`src/rtl/craft_pkg.sv`:
```
// ---------------------------------------------------------------------------
// craft_pkg
// Shared definitions for the CRAFT round-constant sequencer:
//   - rc_t           : one 8-bit round constant
//   - seq_state_t    : sequencer FSM state encoding
//   - lfsr_*_fwd/inv : single forward / inverse steps of the two LFSRs
//   - make_rc        : packs (a, b) into an 8-bit constant {a, 0, b}
//   - rc_state_at    : {a, b} after n forward steps from RC0
//   - CRAFT_ROUNDS   : default number of rounds per operation
// ---------------------------------------------------------------------------
package craft_pkg;

    typedef logic [7:0] rc_t;

    typedef enum logic {
        IDLE = 1'b0,
        RUN  = 1'b1
    } seq_state_t;

    localparam int         CRAFT_ROUNDS = 32;
    localparam logic [3:0] A_INIT       = 4'h1;
    localparam logic [2:0] B_INIT       = 3'h1;

    // 4-bit LFSR, period 15.
    function automatic logic [3:0] lfsr_a_fwd(input logic [3:0] a);
        return {a[1] ^ a[0], a[3:1]};
    endfunction

    function automatic logic [3:0] lfsr_a_inv(input logic [3:0] a);
        return {a[2:0], a[3] ^ a[0]};
    endfunction

    // 3-bit LFSR, period 7.
    function automatic logic [2:0] lfsr_b_fwd(input logic [2:0] b);
        return {b[1] ^ b[0], b[2:1]};
    endfunction

    function automatic logic [2:0] lfsr_b_inv(input logic [2:0] b);
        return {b[1:0], b[2] ^ b[0]};
    endfunction

    function automatic rc_t make_rc(input logic [3:0] a, input logic [2:0] b);
        return {a, 1'b0, b};
    endfunction

    // Used at elaboration time to derive the reverse-walk start state, so no
    // constant table has to be kept in sync with NUM_ROUNDS.
    function automatic logic [6:0] rc_state_at(input int n);
        logic [3:0] a;
        logic [2:0] b;
        a = A_INIT;
        b = B_INIT;
        for (int i = 0; i < n; i++) begin
            a = lfsr_a_fwd(a);
            b = lfsr_b_fwd(b);
        end
        return {a, b};
    endfunction

endpackage

```
`src/rtl/craft_rc_lane_chain.sv`:
```
// ---------------------------------------------------------------------------
// craft_rc_lane_chain
// Combinational expansion of one registered LFSR state into UNROLL
// consecutive round constants, walking forward or backward.
// Ports:
//   a, b     in   lane-0 LFSR state
//   dir      in   0 = forward steps, 1 = inverse steps
//   lanes    out  8*UNROLL bits, lane k in [8k+7:8k]
//   a_ahead  out  a after UNROLL steps in the selected direction
//   b_ahead  out  b after UNROLL steps in the selected direction
// ---------------------------------------------------------------------------
module craft_rc_lane_chain
    import craft_pkg::*;
#(
    parameter int UNROLL = 1
) (
    input  logic [3:0]          a,
    input  logic [2:0]          b,
    input  logic                dir,
    output logic [8*UNROLL-1:0] lanes,
    output logic [3:0]          a_ahead,
    output logic [2:0]          b_ahead
);

    logic [3:0] a_walk;
    logic [2:0] b_walk;

    // Each lane emits the current state, then the state is stepped once; after
    // the last lane the walked state is exactly the next group's lane 0.
    always_comb begin
        lanes  = '0;
        a_walk = a;
        b_walk = b;
        for (int k = 0; k < UNROLL; k++) begin
            lanes[8*k +: 8] = make_rc(a_walk, b_walk);
            if (dir) begin
                a_walk = lfsr_a_inv(a_walk);
                b_walk = lfsr_b_inv(b_walk);
            end else begin
                a_walk = lfsr_a_fwd(a_walk);
                b_walk = lfsr_b_fwd(b_walk);
            end
        end
        a_ahead = a_walk;
        b_ahead = b_walk;
    end

endmodule

```
`src/rtl/craft_rc_sequencer.sv`:
```
// ---------------------------------------------------------------------------
// craft_rc_sequencer
// Supplies UNROLL consecutive CRAFT round constants per step to an unrolled
// round datapath, walking forward (encryption) or backward (decryption).
// Ports:
//   clk        in   clock, rising edge
//   rst        in   asynchronous active-high reset
//   start      in   begin (or restart) an operation
//   dir        in   sampled with start: 0 = forward, 1 = reverse
//   advance    in   datapath consumed the current group
//   rc_vec     out  UNROLL constants, lane k in [8k+7:8k]; 0 when not valid
//   round_idx  out  round number of lane 0; 0 when not valid
//   valid      out  rc_vec / round_idx meaningful
//   last       out  current group is the final one
//   done       out  one-cycle pulse after the final group is consumed
// ---------------------------------------------------------------------------
module craft_rc_sequencer
    import craft_pkg::*;
#(
    parameter int UNROLL     = 1,
    parameter int NUM_ROUNDS = CRAFT_ROUNDS,
    parameter int IDX_W      = $clog2(NUM_ROUNDS)
) (
    input  logic                clk,
    input  logic                rst,
    input  logic                start,
    input  logic                dir,
    input  logic                advance,
    output logic [8*UNROLL-1:0] rc_vec,
    output logic [IDX_W-1:0]    round_idx,
    output logic                valid,
    output logic                last,
    output logic                done
);

    localparam logic [IDX_W-1:0] IDX_STEP  = IDX_W'(UNROLL);
    localparam logic [IDX_W-1:0] IDX_TOP   = IDX_W'(NUM_ROUNDS - 1);
    localparam logic [IDX_W-1:0] LAST_FWD  = IDX_W'(NUM_ROUNDS - UNROLL);
    localparam logic [IDX_W-1:0] LAST_REV  = IDX_W'(UNROLL - 1);
    localparam logic [6:0]       REV_STATE = rc_state_at(NUM_ROUNDS - 1);
    localparam logic [3:0]       A_REV     = REV_STATE[6:3];
    localparam logic [2:0]       B_REV     = REV_STATE[2:0];

    seq_state_t          state_q, state_d;
    logic [3:0]          a_q, a_d;
    logic [2:0]          b_q, b_d;
    logic [IDX_W-1:0]    idx_q, idx_d;
    logic                dir_q, dir_d;
    logic                done_q, done_d;

    logic [8*UNROLL-1:0] lanes;
    logic [3:0]          a_ahead;
    logic [2:0]          b_ahead;
    logic                running;
    logic                is_last;

    craft_rc_lane_chain #(
        .UNROLL (UNROLL)
    ) u_chain (
        .a       (a_q),
        .b       (b_q),
        .dir     (dir_q),
        .lanes   (lanes),
        .a_ahead (a_ahead),
        .b_ahead (b_ahead)
    );

    assign running = (state_q == RUN);
    assign is_last = running && (dir_q ? (idx_q == LAST_REV) : (idx_q == LAST_FWD));

    always_ff @(posedge clk or posedge rst) begin
        if (rst) begin
            state_q <= IDLE;
            a_q     <= A_INIT;
            b_q     <= B_INIT;
            idx_q   <= '0;
            dir_q   <= 1'b0;
            done_q  <= 1'b0;
        end else begin
            state_q <= state_d;
            a_q     <= a_d;
            b_q     <= b_d;
            idx_q   <= idx_d;
            dir_q   <= dir_d;
            done_q  <= done_d;
        end
    end

    // start beats advance in RUN, so an abort on the final group reloads
    // instead of completing and never raises done.
    always_comb begin
        state_d = state_q;
        a_d     = a_q;
        b_d     = b_q;
        idx_d   = idx_q;
        dir_d   = dir_q;
        done_d  = 1'b0;
        if (start) begin
            state_d = RUN;
            dir_d   = dir;
            if (dir) begin
                a_d   = A_REV;
                b_d   = B_REV;
                idx_d = IDX_TOP;
            end else begin
                a_d   = A_INIT;
                b_d   = B_INIT;
                idx_d = '0;
            end
        end else begin
            case (state_q)
                IDLE: begin
                    state_d = IDLE;
                end
                RUN: begin
                    if (advance) begin
                        if (is_last) begin
                            state_d = IDLE;
                            done_d  = 1'b1;
                        end else begin
                            a_d   = a_ahead;
                            b_d   = b_ahead;
                            idx_d = dir_q ? (idx_q - IDX_STEP) : (idx_q + IDX_STEP);
                        end
                    end
                end
                default: begin
                    state_d = IDLE;
                end
            endcase
        end
    end

    assign valid     = running;
    assign last      = is_last;
    assign done      = done_q;
    assign rc_vec    = running ? lanes : '0;
    assign round_idx = running ? idx_q : '0;

endmodule

```
`config.mk`:
```
export PLATFORM = sky130hd
export DESIGN_NAME = craft_rc_sequencer
export DESIGN_NICKNAME = d
export VERILOG_FILES = /design/src/rtl/craft_pkg.sv /design/src/rtl/craft_rc_lane_chain.sv /design/src/rtl/craft_rc_sequencer.sv
export SDC_FILE = /design/constraint.sdc
export NUM_CORES = 1
export LEC_CHECK = 0
export ABC_AREA = 1
export ABC_CLOCK_PERIOD_IN_PS = 1700
export BUFFER_PORTS_ARGS = -buffer_cell sky130_fd_sc_hd__buf_2
export CAP_MARGIN = 10
export CORE_MARGIN = 2
export CORE_UTILIZATION = 57
export CTS_BUF_LIST = sky130_fd_sc_hd__clkbuf_4 sky130_fd_sc_hd__clkbuf_8
export CTS_CLUSTER_DIAMETER = 80
export CTS_CLUSTER_SIZE = 10
export DETAILED_ROUTE_END_ITERATION = 8
export MAX_ROUTING_LAYER = met4
export PLACE_DENSITY = 0.86
export SYNTH_ARGS = -nofsm -noshare
export SYNTH_HDL_FRONTEND = slang
export SYNTH_SLANG_ARGS = --single-unit
export TNS_END_PERCENT = 10
```
`constraint.sdc`:
```
create_clock -name clk -period 1.7 [get_ports clk]
set_input_delay 0.085 -clock clk [delete_from_list [all_inputs] [get_ports clk]]
set_output_delay 0.085 -clock clk [all_outputs]
set_load 0.01 [all_outputs]
```
=== After elaboration in Yosys (flattened, before gate mapping) ===
Index checks and enable logic that the tools add are counted.

* Word-level logic and storage cells: 49
* Input port bits: 5
* Output and inout port bits: 16
* Bits in registers: 15

* Multiplexer cells: 29
* Reduce and logical (&&, ||, !) cells: 5
* Add/subtract/negate cells: 2
* Bitwise gates (word level): 5
* Eq/ne operators: 2

{| class="wikitable"
|+ Operator list
! kind !! number
|-
| two-way mux 5 bit || 7
|-
| two-way mux 4 bit || 6
|-
| two-way mux 3 bit || 6
|-
| two-way mux 1 bit || 8
|-
| two-way mux 8 bit || 1
|-
| adder 5 x 1 -> 5 bit, second input constant || 1
|-
| == test 5 bit, second input constant || 1
|-
| zero test 5 bit || 1
|-
| subtractor 5 x 1 -> 5 bit, second input constant || 1
|-
| nonzero test 2 bit || 2
|-
| bitwise XOR 1 bit || 4
|-
| AND reduction 3 bit || 1
|-
| != test 2 bit, second input constant || 1
|-
| one-hot mux 1 bit (2 select lines) || 1
|-
| logical AND 1 bit || 1
|-
| inverter 1 bit || 1
|}

=== Depth between registers and ports, before layout ===
* Word-level depth: 7
* Gate-level depth with buffers: 10
* Mapped depth without buffers: 9

=== Cells and area by module ===
A second synthesis with hierarchy kept.

* Cells, all modules: 195
* Area total of the unflattened synthesis: 1211.2 um^2

{| class="wikitable"
|+ By module, submodules not included
! module !! area an instance (um^2) !! seq. area each (um^2) !! cells an instance !! instances
|-
| craft_rc_sequencer || 1012.2 || 377.9 || 153 || 1
|-
| craft_rc_lane_chain || 198.9 || 0.0 || 42 || 1
|}

=== Worst setup path after synthesis ===
OpenSTA, ideal clock, no wires.

* Path kind: flip-flop to flip-flop
* Start point: register dir_q
* End point: register idx_q[3]
* Setup time: 0.117 ns
* Path buffers: 0
* Slack: 0.246 ns
* Arrival: 1.338 ns
* Period minus slack after synthesis: 1.454 ns
* Required time: 1.583 ns
* Cell stages (with the launch flop): 9
* Cell sequence: dfrtp_1 -> ha_1 -> or2_2 -> nand2_1 -> nand2_1 -> nand3_1 -> nand2_1 -> nand2_1 -> nand2_1

* Cells in the longest elaborated chain, start to end: 5
* Elaborated cells between the ends (all ways): 9
* Those cells by class: eq/ne (1); mux (6); reduce/logical (2)

{| class="wikitable"
|+ RTL lines
! what !! line !! source
|-
| start, declared || craft_rc_sequencer.sv:48 || <nowiki>logic dir_q, dir_d;</nowiki>
|-
| start signal, assigned || craft_rc_sequencer.sv:84 || <nowiki>dir_q <= dir_d;</nowiki>
|-
| two-way mux 5 bit || craft_rc_sequencer.sv:123 || <nowiki>idx_d = dir_q ? (idx_q - IDX_STEP) : (idx_q + IDX_STEP);</nowiki>
|-
| two-way mux 5 bit || craft_rc_sequencer.sv:117 || <nowiki>if (is_last) begin</nowiki>
|-
| two-way mux 5 bit || craft_rc_sequencer.sv:116 || <nowiki>if (advance) begin</nowiki>
|-
| two-way mux 5 bit || craft_rc_sequencer.sv:111 || <nowiki>case (state_q)</nowiki>
|-
| two-way mux 5 bit || craft_rc_sequencer.sv:98 || <nowiki>if (start) begin</nowiki>
|-
| end signal, assigned || craft_rc_sequencer.sv:83 || <nowiki>idx_q <= idx_d;</nowiki>
|-
| end, declared || craft_rc_sequencer.sv:47 || <nowiki>logic [IDX_W-1:0] idx_q, idx_d;</nowiki>
|}

Parallel ways exist; a longest one is shown, timed or not. The select of a mux whose other input is x is not followed.
A chain may end at the register's enable or synchronous reset.

=== Final worst setup path ===
Ends and elaborated chain as after synthesis.

==> results.json <==
{
  "min_path_cells": 2,
  "final_nets": 204,
  "finalHoldViolations": 0,
  "drt-pass1-iter-count": 4,
  "crit_buf_inv": 0,
  "syn_nets": 182,
  "drc_errors": 0,
  "cp_slowest_stage_delay_ps": 470,
  "routabilityCongestion": 0.902,
  "rsz0062_at_grt": "false",
  "power_mw": 1.35,
  "yosysWarnings": 0,
  "initial_core_util_pct": 59.2,
  "cp-end-kind": "register",
  "cpMaxStageDelayCell": "dfrtp_1",
  "synth_most_common_cell": "nand2_1",
  "fin_crit_ps": 1590,
  "r2r-end": "idx_q[3]$_DFFE_PP0P_",
  "tightestPinTransition_ps": 588,
  "cp_cell_sequence": "ha_1, or2_2, nand2_1, nand2_1, nand3_1, nand2_1, nand2_1, nand2_1",
  "clk_latency_ps": 290,
  "clkTransAtPathRegs_ps": 90,
  "dieHeight_um": 48.4,
  "grt_max_degree": 16,
  "path_common_cell": "nand2_1",
  "diodes": 0,
  "critical_path_required_ps": 1890,
  "antenna_left": 0,
  "avgSynthCellArea_um2": 6.51,
  "yosysTopAreaCell": "dfrtp_1",
  "status": "completed",
  "drive_gt1_share_pct": 18.6,
  "final_max_slew_viol_count": 0,
  "worstHoldStart": "start",
  "hpwl_um": 1770,
  "wl_per_cell_um": 11.3,
  "vias_per_cell": 4.98,
  "ys_dominant_reg_cell": "dfrtp_1",
  "rows": 16,
  "postCtsSetupRepairBufs": 0,
  "fin_crit_sh_pct": 93.3,
  "grt_overflow": 0,
  "syn_inst": 173,
  "synth_common_cells": "nand2_1, inv_1, nand3_1",
  "coreArea_um2": 1900,
  "yosysTopAreaCellShare_pct": 28.9,
  "critical_path_arrival_ps": 1780,
  "dieArea_um2": 2350,
  "rrSetupSlack_ps": 110,
  "r2r_start": "dir_q$_DFFE_PP0P_",
  "synth_area_leaders": "dfrtp_1, nand2_1, nand3_1, inv_1, dfstp_2",
  "ir_worst_vdd_mv": 0.714,
  "skew_ps": 3.73,
  "synth_cell_types": 24,
  "cts_sinks": 15,
  "routed_wl_um": 2500,
  "syn2layout_area_growth_pct": 13.1,
  "start_kind": "register",
  "cts_root_buf": "clkbuf_4",
  "grt_usage_pct": 23.7,
  "die_x_um": 48.4,
  "slew_headroom_pct": 60.8,
  "htreeDepth": 1,
  "postCtsHoldBufs": 1,
  "antenna_found_initial": 0,
  "synth_area_um2": 1130,
  "synth_edf_count": 0,
  "hold_ws_ps": 112,
  "leakagePower_nw": 0.803,
  "seq_power_share_pct": 39.4,
  "num_vias": 1101,
  "cap_viol_max_count": 0,
  "min_to": "dir_q$_DFFE_PP0P_",
  "combPwrFrac_pct": 44.7,
  "grt_pass1_vias": 976,
  "clockBufferDepth": 2,
  "crit_path_max_fanout": 6,
  "synthArstFlopShare_pct": 100,
  "cts_tree": "built",
  "hp-class": "in -> reg",
  "max_freq_mhz": 631,
  "r2r_cells": 8,
  "setup_violations": 0,
  "clockPowerShare_pct": 15.9,
  "cts_resized": 0,
  "grt_pass1_wl_um": 4150,
  "p_per_area_nw_per_um2": 1060,
  "ys_seq_area_share_pct": 33.6,
  "drt-initial-drc-count": 26,
  "ys_ff_latch": 15,
  "cts_buffers": 3,
  "critPathTopFamily": "simple AND/OR/NAND/NOR gates",
  "sw_frac_of_total_pct": 43.6,
  "p_sw_uw": 591,
  "pin_count": 21,
  "nFillCells": 162,
  "setup_tns_ps": 0,
  "p_int_uw": 763,
  "portBuffers": 19,
  "critPathKind": "reg -> reg"
}
-- state kept, by name, summed over array words and instances (netlist names) --
register	flops
a_q	4
done	1
b_q	3
idx_q	5
dir_q	1
valid	1
-- worst max-delay path by stage --
stage               cells after the start         startpoint  slack (ps)                    to
floorplan                               8  dir_q$_DFFE_PP0P_         250  idx_q[3]$_DFFE_PP0P_
global placement                        8  dir_q$_DFFE_PP0P_         170  idx_q[3]$_DFFE_PP0P_
detailed placement                      8  dir_q$_DFFE_PP0P_         130  idx_q[3]$_DFFE_PP0P_
CTS                                     8  dir_q$_DFFE_PP0P_         120  idx_q[3]$_DFFE_PP0P_
global route                            8  dir_q$_DFFE_PP0P_         0.5  idx_q[3]$_DFFE_PP0P_
finish                                  8  dir_q$_DFFE_PP0P_         110  idx_q[3]$_DFFE_PP0P_
-- area by class of cell --
type	instances	area [um2]	share of cell area, %
well taps	27	33.8	2.65
clock buffers	3	22.5	1.77
repair buffers	24	135	10.6
multi-input cells	125	599	47.1
flip-flops and latches	15	378	29.7
inverters	26	100	7.86
clock inverters	1	5.00	0.393
-- layout by cell type (no fill, tap or decap) --
cell and instances:
a21oi_1 5, dlygate4sd3_1 1, inv_1 25, nand4_1 3, dfstp_2 2, xor2_1 1, inv_4 1, xnor2_1 1
dfrtp_1 13, o21ai_0 7, or2_2 2, buf_4 4, a21boi_0 1, o22ai_1 1, nor2_1 10, nand2_1 66
nand3_1 19, ha_1 3, nand2_4 2, clkinv_2 1, buf_2 19, conb_1 1, nand2_2 2, fa_1 1
clkbuf_4 3
-- routing by layer --
metal	vias up	global-route usage [%]	part of all wire (%)
li1	577	-	-
met5	-	-	0
met3	5	3.70	4.0
met4	0	10.0	1.5
met1	489	29.8	47
met2	30	38.4	48
-- cells by family (layout without fill, tap and decap cells) --
logic type               count (synthesis)  in the layout  synth area share (%)
AND/OR/NAND/NOR                        104            104                  39.7
buffers and inverters                   33             54                  13.2
flip-flops                              15             15                  33.6
AO/OA/AOI/OAI                           14             14                  6.56
adder cells (fa/ha/maj)                  4              4                  5.11
XOR/XNOR                                 2              2                  1.56
other                                    1              1                 0.333
-- worst register-to-register path, stage by stage (launching register included) --
cell     delay [ps]
dfrtp_1         470
ha_1            350
or2_2           330
nand2_1          70
nand2_1          40
nand3_1          60
nand2_1          50
nand2_1          70
nand2_1          50
-- through the flow --
step	instances	worst slack (ps)	util, %	area, um2
floorplan	173	246	-	1130
global placement	216	165	65.0	1240
detailed placement	216	132	65.0	1240
CTS	221	117	67.0	1270
global route	221	0.496	67.0	1270
finish	221	114	67.0	1270
-- power groups by stage --
stage	sequential [mW]	clock [mW]	combinational (mW)
after detailed placement	0.537	0	0.600
after global routing	0.542	0.230	0.694
after CTS	0.530	0.217	0.605
after floorplan	0.512	0	0.458
final	0.533	0.215	0.605
after global placement	0.529	0	0.581
No activity file was read; power rests on OpenSTA's default activity.
